===== src/rtl/pc_predict_unit.sv =====
// Fetch PC register with a direct-mapped BTB (2-bit saturating counters),
// branch/jump recovery, flush generation and saturating performance counters.
module pc_predict_unit #(
    parameter int unsigned    PC_W      = 32,
    parameter int unsigned    BTB_DEPTH = 16,
    parameter logic [PC_W-1:0] RESET_PC = '0,
    parameter int unsigned    CNT_W     = 16
) (
    input  logic              clk,
    input  logic              rst,
    input  logic              stall,
    input  logic              redirect_valid,
    input  logic [PC_W-1:0]   redirect_pc,
    input  logic              upd_valid,
    input  logic [PC_W-1:0]   upd_pc,
    input  logic              upd_taken,
    input  logic [PC_W-1:0]   upd_target,
    input  logic              upd_pred_taken,
    input  logic [PC_W-1:0]   upd_pred_target,
    output logic [PC_W-1:0]   pc,
    output logic              pred_taken,
    output logic [PC_W-1:0]   pred_target,
    output logic              flush,
    output logic [CNT_W-1:0]  branch_count,
    output logic [CNT_W-1:0]  mispredict_count
);

    localparam int unsigned IDX_W = $clog2(BTB_DEPTH);
    localparam int unsigned TAG_W = PC_W - IDX_W;

    logic [PC_W-1:0]  pc_q, pc_d;
    logic [CNT_W-1:0] br_cnt_q, br_cnt_d;
    logic [CNT_W-1:0] mp_cnt_q, mp_cnt_d;

    logic [BTB_DEPTH-1:0] valid_q;
    logic [1:0]           ctr_q [BTB_DEPTH];
    logic [TAG_W-1:0]     tag_q [BTB_DEPTH];
    logic [PC_W-1:0]      tgt_q [BTB_DEPTH];

    logic [IDX_W-1:0] look_idx;
    logic [TAG_W-1:0] look_tag;
    logic             look_hit;
    logic [PC_W-1:0]  pc_plus1;
    logic             pred_taken_w;
    logic [PC_W-1:0]  pred_target_w;

    logic [IDX_W-1:0] upd_idx;
    logic [TAG_W-1:0] upd_tag;
    logic             upd_hit;
    logic             mp;
    logic [PC_W-1:0]  recover_pc;
    logic             ctr_we;
    logic [1:0]       ctr_wdata;
    logic             tgt_we;
    logic             alloc;

    // Lookup for the current fetch PC; reads old contents during an update
    always_comb begin
        look_idx      = pc_q[IDX_W-1:0];
        look_tag      = pc_q[PC_W-1:IDX_W];
        look_hit      = valid_q[look_idx] && (tag_q[look_idx] == look_tag);
        pc_plus1      = pc_q + PC_W'(1);
        pred_taken_w  = look_hit && ctr_q[look_idx][1];
        pred_target_w = look_hit ? tgt_q[look_idx] : pc_plus1;
    end

    // Resolution: mispredict detection and recovery target
    always_comb begin
        mp = upd_valid && ((upd_taken != upd_pred_taken) ||
                           (upd_taken && (upd_target != upd_pred_target)));
        recover_pc = upd_taken ? upd_target : (upd_pc + PC_W'(1));
    end

    // BTB write controls: train on hit, allocate on taken miss
    always_comb begin
        upd_idx   = upd_pc[IDX_W-1:0];
        upd_tag   = upd_pc[PC_W-1:IDX_W];
        upd_hit   = valid_q[upd_idx] && (tag_q[upd_idx] == upd_tag);
        alloc     = upd_valid && !upd_hit && upd_taken;
        ctr_we    = upd_valid && (upd_hit || upd_taken);
        tgt_we    = upd_valid && upd_taken;
        ctr_wdata = ctr_q[upd_idx];
        if (!upd_hit) begin
            ctr_wdata = 2'b10;
        end else if (upd_taken) begin
            if (ctr_q[upd_idx] != 2'b11) ctr_wdata = ctr_q[upd_idx] + 2'(1);
        end else begin
            if (ctr_q[upd_idx] != 2'b00) ctr_wdata = ctr_q[upd_idx] - 2'(1);
        end
    end

    // Next fetch PC: older mispredict beats jump, both beat stall
    always_comb begin
        pc_d = pc_plus1;
        if (mp) begin
            pc_d = recover_pc;
        end else if (redirect_valid) begin
            pc_d = redirect_pc;
        end else if (stall) begin
            pc_d = pc_q;
        end else if (pred_taken_w) begin
            pc_d = pred_target_w;
        end
    end

    always_comb begin
        br_cnt_d = br_cnt_q;
        mp_cnt_d = mp_cnt_q;
        if (upd_valid && (br_cnt_q != {CNT_W{1'b1}})) br_cnt_d = br_cnt_q + CNT_W'(1);
        if (mp && (mp_cnt_q != {CNT_W{1'b1}}))        mp_cnt_d = mp_cnt_q + CNT_W'(1);
    end

    always_ff @(posedge clk) begin
        if (rst) begin
            pc_q     <= RESET_PC;
            br_cnt_q <= '0;
            mp_cnt_q <= '0;
            valid_q  <= '0;
            ctr_q    <= '{default: 2'b01};
        end else begin
            pc_q     <= pc_d;
            br_cnt_q <= br_cnt_d;
            mp_cnt_q <= mp_cnt_d;
            if (alloc)  valid_q[upd_idx] <= 1'b1;
            if (ctr_we) ctr_q[upd_idx]   <= ctr_wdata;
        end
    end

    // Tags and targets are qualified by valid, so they carry no reset
    always_ff @(posedge clk) begin
        if (!rst) begin
            if (alloc)  tag_q[upd_idx] <= upd_tag;
            if (tgt_we) tgt_q[upd_idx] <= upd_target;
        end
    end

    assign pc               = pc_q;
    assign pred_taken       = pred_taken_w;
    assign pred_target      = pred_target_w;
    assign flush            = mp || redirect_valid;
    assign branch_count     = br_cnt_q;
    assign mispredict_count = mp_cnt_q;

endmodule


===== config.mk =====
export PLATFORM = sky130hd
export DESIGN_NAME = pc_predict_unit
export DESIGN_NICKNAME = d
export VERILOG_FILES = /design/src/rtl/pc_predict_unit.sv
export SDC_FILE = /design/constraint.sdc
export NUM_CORES = 1
export LEC_CHECK = 0
export BUFFER_PORTS_ARGS = -buffer_cell sky130_fd_sc_hd__buf_2
export CAP_MARGIN = 20
export CORE_MARGIN = 4
export CORE_UTILIZATION = 40
export CTS_CLUSTER_DIAMETER = 200
export CTS_CLUSTER_SIZE = 28
export DETAILED_ROUTE_END_ITERATION = 10
export PLACE_DENSITY = 0.63
export SLEW_MARGIN = 10
export SYNTH_ARGS = -nofsm -noshare
export SYNTH_HDL_FRONTEND = slang
export SYNTH_SLANG_ARGS = --single-unit

===== constraint.sdc =====
create_clock -name clk -period 10.8 [get_ports clk]
set_input_delay 2.16 -clock clk [delete_from_list [all_inputs] [get_ports clk]]
set_output_delay 2.16 -clock clk [all_outputs]
set_load 0.02 [all_outputs]

==> parameters.txt <==
Parameter                              Value

Synthesis
  Nets in the synthesized netlist ... 2,990
  Most area-hungry cell type in the Yosys netlist ... sky130_fd_sc_hd__edfxtp_1
  Main flop type after synthesis ... sky130_fd_sc_hd__edfxtp_1
  Share of synthesized flip-flops with an asynchronous set or reset ... 0%
  Multiplexer fraction of the synthesized cell area ... 22.4%
  List of most frequent post-synthesis cells ... sky130_fd_sc_hd__edfxtp_1 (960), sky130_fd_sc_hd__mux4_2 (408), sky130_fd_sc_hd__nand2_1 (125)
  Post-Synthesis Mean Instance Area ... 17.3 sq um
  Synth warnings ... 0
  Netlist area before placement ... 49,300 sq um
  Portion of the post-synthesis area used by sequential elements ... 63.2%
  Post-synth cell types ... 70
  Adder-Cell Fraction of Synth Area ... 0.198%
  Synthesis-stage register bit count ... 1,076
  Cell count after synthesis ... 2,848
  Compound-Gate Fraction of Synth Area ... 3.21%
  Share of Yosys cell area claimed by the top area cell type ... 58.5%
  Most instantiated library cell after synthesis ... sky130_fd_sc_hd__edfxtp_1
  Xor and xnor fraction of the mapped netlist area ... 3.07%
  Number of enable flip-flop cells after synthesis ... 960
  Cells taking the most area after synthesis ... sky130_fd_sc_hd__edfxtp_1 (58%), sky130_fd_sc_hd__mux4_2 (19%), sky130_fd_sc_hd__dfxtp_1 (4.7%), sky130_fd_sc_hd__mux2i_1 (2.4%), sky130_fd_sc_hd__xnor2_1 (1.6%)
  Largest family of logic cells by synthesized area ... multiplexers
  Synthesized-area fraction occupied by and/or/nand/nor cells ... 5.70%

Timing
  Portion of the clock cycle consumed by the worst path in the final layout ... 76.7%
  RSZ-0062 raised after global routing ... no
  Fmax ... 121 MHz
  Fin Hold WS ... 490 ps
  Setup-violating endpoint count in the final report ... 0
  Smallest setup slack after layout ... 2520 ps
  Largest clock skew in the final design ... 54.1 ps
  Tightest Pin Transition ... 1220 ps
  Final slew viol count ... 0
  Relative max-transition margin ... 19.0%
  Summed negative setup slack over all endpoints ... 0 ps
  Post-route minimum period ... 8280 ps
  Fin. Hold Viols ... 0

Clocking
  Number of clock buffers inserted by TritonCTS ... 44
  Clock transition time at the flip-flop clock pins of the worst setup and hold paths ... 110 ps
  Clock tree sinks ... 1,076
  Number of cells upsized or downsized after cts ... 0
  H-tree lvl count ... 2
  Number of buffers added to fix hold violations after cts ... 0
  Cell at the root of the clock tree ... sky130_fd_sc_hd__clkbuf_16
  Post-CTS Setup Inserts ... 0
  Clock latency on the worst-skew pair ... 700 ps
  Maximum count of clock buffers along a single path ... 3
  TritonCTS clock tree ... yes

Power and ir drop
  Relative contribution of sequential cells to total power ... 60.0%
  Part of the power in the clock network ... 27.0%
  Sw frac ... 25.5%
  Combinational fraction of design power ... 13.1%
  Leakage power figure ... 17.3 nW
  Psw ... 0.00198 W
  Internal cell power ... 0.00578 W
  Maximum resistive drop on vdd ... 0.125 mV
  Power per cell area ... 145 nW/um^2

Detailed routing
  Post-detailed-route wirelength per cell ... 32.1 um
  Number of search-and-repair iterations in the first detailed-routing pass ... 6
  Total Wirelength ... 150 mm
  DRC marker count from the first detailed-route iteration ... 3,439
  Vias per cell ... 6.19
  Antenna-violating nets left ... 0
  Number of vias in the routed layout ... 28,900
  Count of unresolved DRC violations after routing ... 0

Critical path
  Endpoint type of the worst setup path ... output pin
  Critical path peak fanout ... 49
  Slowest-stage cell, CP ... sky130_fd_sc_hd__clkinv_1
  Setup slack on the worst flop-to-flop path ... 5280 ps
  Start-to-end type of the worst setup path ... register to output pin
  Slowest Stage Delay on Critical Path ... 1290 ps
  Worst flop-to-flop path endpoint ... pc[12]
  CP endpoint ... pred_target[18]
  Required time of the worst setup path ... 8640 ps
  Arrival time worst endpoint ... 6120 ps
  CP startpoint kind ... register
  Cell-by-cell trace of the critical path ... clkinv_1 > mux4_2 > xnor2_1 > nand4_1 > nor4b_1 > nand3_2 > buf_4 > mux2_1 > buf_2
  Length in cells of the worst reg-to-reg path ... 11

Placement
  GP Congestion ... 0.857
  Number of port buffers ... 232
  Post-place setup slack ... 3100 ps
  HPWL after detailed placement ... 93.1 mm
  Area after DPL ... 52,200 sq um

Global routing
  Number of global-route vias before repair ... 28,500
  GRT Util Overall ... 22.6%
  GRT overflow ... 0
  Wire length of the first global-routing pass ... 212 mm
  Initial antenna violation count ... 18
  Maximum number of pins on one net before global-route repair ... 97

Die
  Core outline area ... 122,000 sq um
  Initial core utilization ... 40.4%
  Cell row count ... 128
  I/O pin count ... 233
  Die Footprint ... 129,000 sq um
  Die width ... 359 um
  Die extent in y ... 359 um

Layout
  Filler Cell Count ... 10,600
  Register cell area after layout ... 31,200 sq um
  Fraction of layout instances using a drive strength above 1 ... 28.5%
  Number of nets in the finished design ... 3,143
  Total non-filler cell area in the finished layout ... 53,500 sq um
  Utilization after layout ... 43.8%
  Area growth from synthesis to final layout ... 8.58%
  Area used by multi-input combinational logic ... 17,100 sq um

Status
  Result of the run ... completed

Flow run
  Reported max-cap violation count ... 0

Hold path
  Min-Delay Path Class ... register to register
-- placed cells by master, fill, tap and decap left out, types with 40 or more instances in the layout --
cell type	instances
sky130_fd_sc_hd__buf_2	229
sky130_fd_sc_hd__buf_4	68
sky130_fd_sc_hd__clkbuf_16	44
sky130_fd_sc_hd__dfxtp_1	112
sky130_fd_sc_hd__edfxtp_1	960
sky130_fd_sc_hd__mux2_2	40
sky130_fd_sc_hd__mux2i_1	120
sky130_fd_sc_hd__mux4_2	408
sky130_fd_sc_hd__nand2_1	125
sky130_fd_sc_hd__nand3_1	76
sky130_fd_sc_hd__nor2_1	121
sky130_fd_sc_hd__o21ai_0	53
sky130_fd_sc_hd__xnor2_1	90
sky130_fd_sc_hd__xor2_1	83
-- routing by layer --
layer	wire [um]	share of wire, %	global-route usage [%]	up-vias
met2	69600	47	35.8	1675
met1	58700	39	31.5	15200
met4	3290	2.2	5.13	8
met5	54	0.036	0	-
met3	17800	12	6.10	184
li1	-	-	-	11800
-- power by group through the flow --
stage | sequential [W] | clock (W) | combinational (W)
after detailed placement | 0.00474 | 0 | 0.00101
after CTS | 0.00465 | 0.00213 | 0.00101
after global routing | 0.00466 | 0.00229 | 0.00107
final | 0.00465 | 0.00209 | 0.00102
after global placement | 0.00474 | 0 | 0.00100
after floorplan | 0.00469 | 0 | 0.000664
-- cells by family after synthesis --
family          after synthesis
xor+xnor                    173
buf+inv                     229
flops                      1076
compound gates              232
simple gates                544
mux                         586
fa+ha+maj                     8
-- registers in the layout, indices dropped and copies added (netlist names), named ones only --
name,count
mispredict_count,16
tag_q,448
pc,32
branch_count,16
ctr_q,32
tgt_q,512
valid_q,16
-- final cells by class --
type | instances | share of cell area [%]
flip-flops and latches | 1076 | 58.2
multi-input cells | 1543 | 31.9
well taps | 1625 | 3.80
repair buffers | 305 | 3.36
clock buffers | 77 | 2.29
inverters | 31 | 0.222
clock inverters | 4 | 0.159
diodes | 4 | 0.0187
-- per-stage QoR --
step           total power (W)  std cells
3_3_place_gp           0.00575       4578
4_1_cts                0.00779       4659
5_1_grt                0.00802       4661
3_5_place_dp           0.00575       4578
2_1_floorplan          0.00536       2848
6_report               0.00776       4665
-- worst min path at each step --
stage                      startpoint     endpoint  slack [ps]  depth (start not counted)
final                       ctr_q[16]    ctr_q[16]         490                          2
after CTS                  valid_q[7]   valid_q[7]         490                          1
after global placement    valid_q[13]  valid_q[13]         460                          1
after detailed placement   valid_q[7]   valid_q[7]         460                          1
after global routing       valid_q[7]   valid_q[7]         510                          1
after floorplan             ctr_q[16]    ctr_q[16]         440                          2
-- worst max-delay path, delay by kind of cell (launching register included) --
| kind | cells | cell delay (ps) |
|---|---|---|
| muxes | 2 | 1120 |
| and+or+nand+nor | 3 | 890 |
| xor gates and xnor gates | 1 | 440 |
| DFF | 1 | 1090 |
| buffers and inverters | 3 | 1850 |
(Power assumes the default switching activity.)
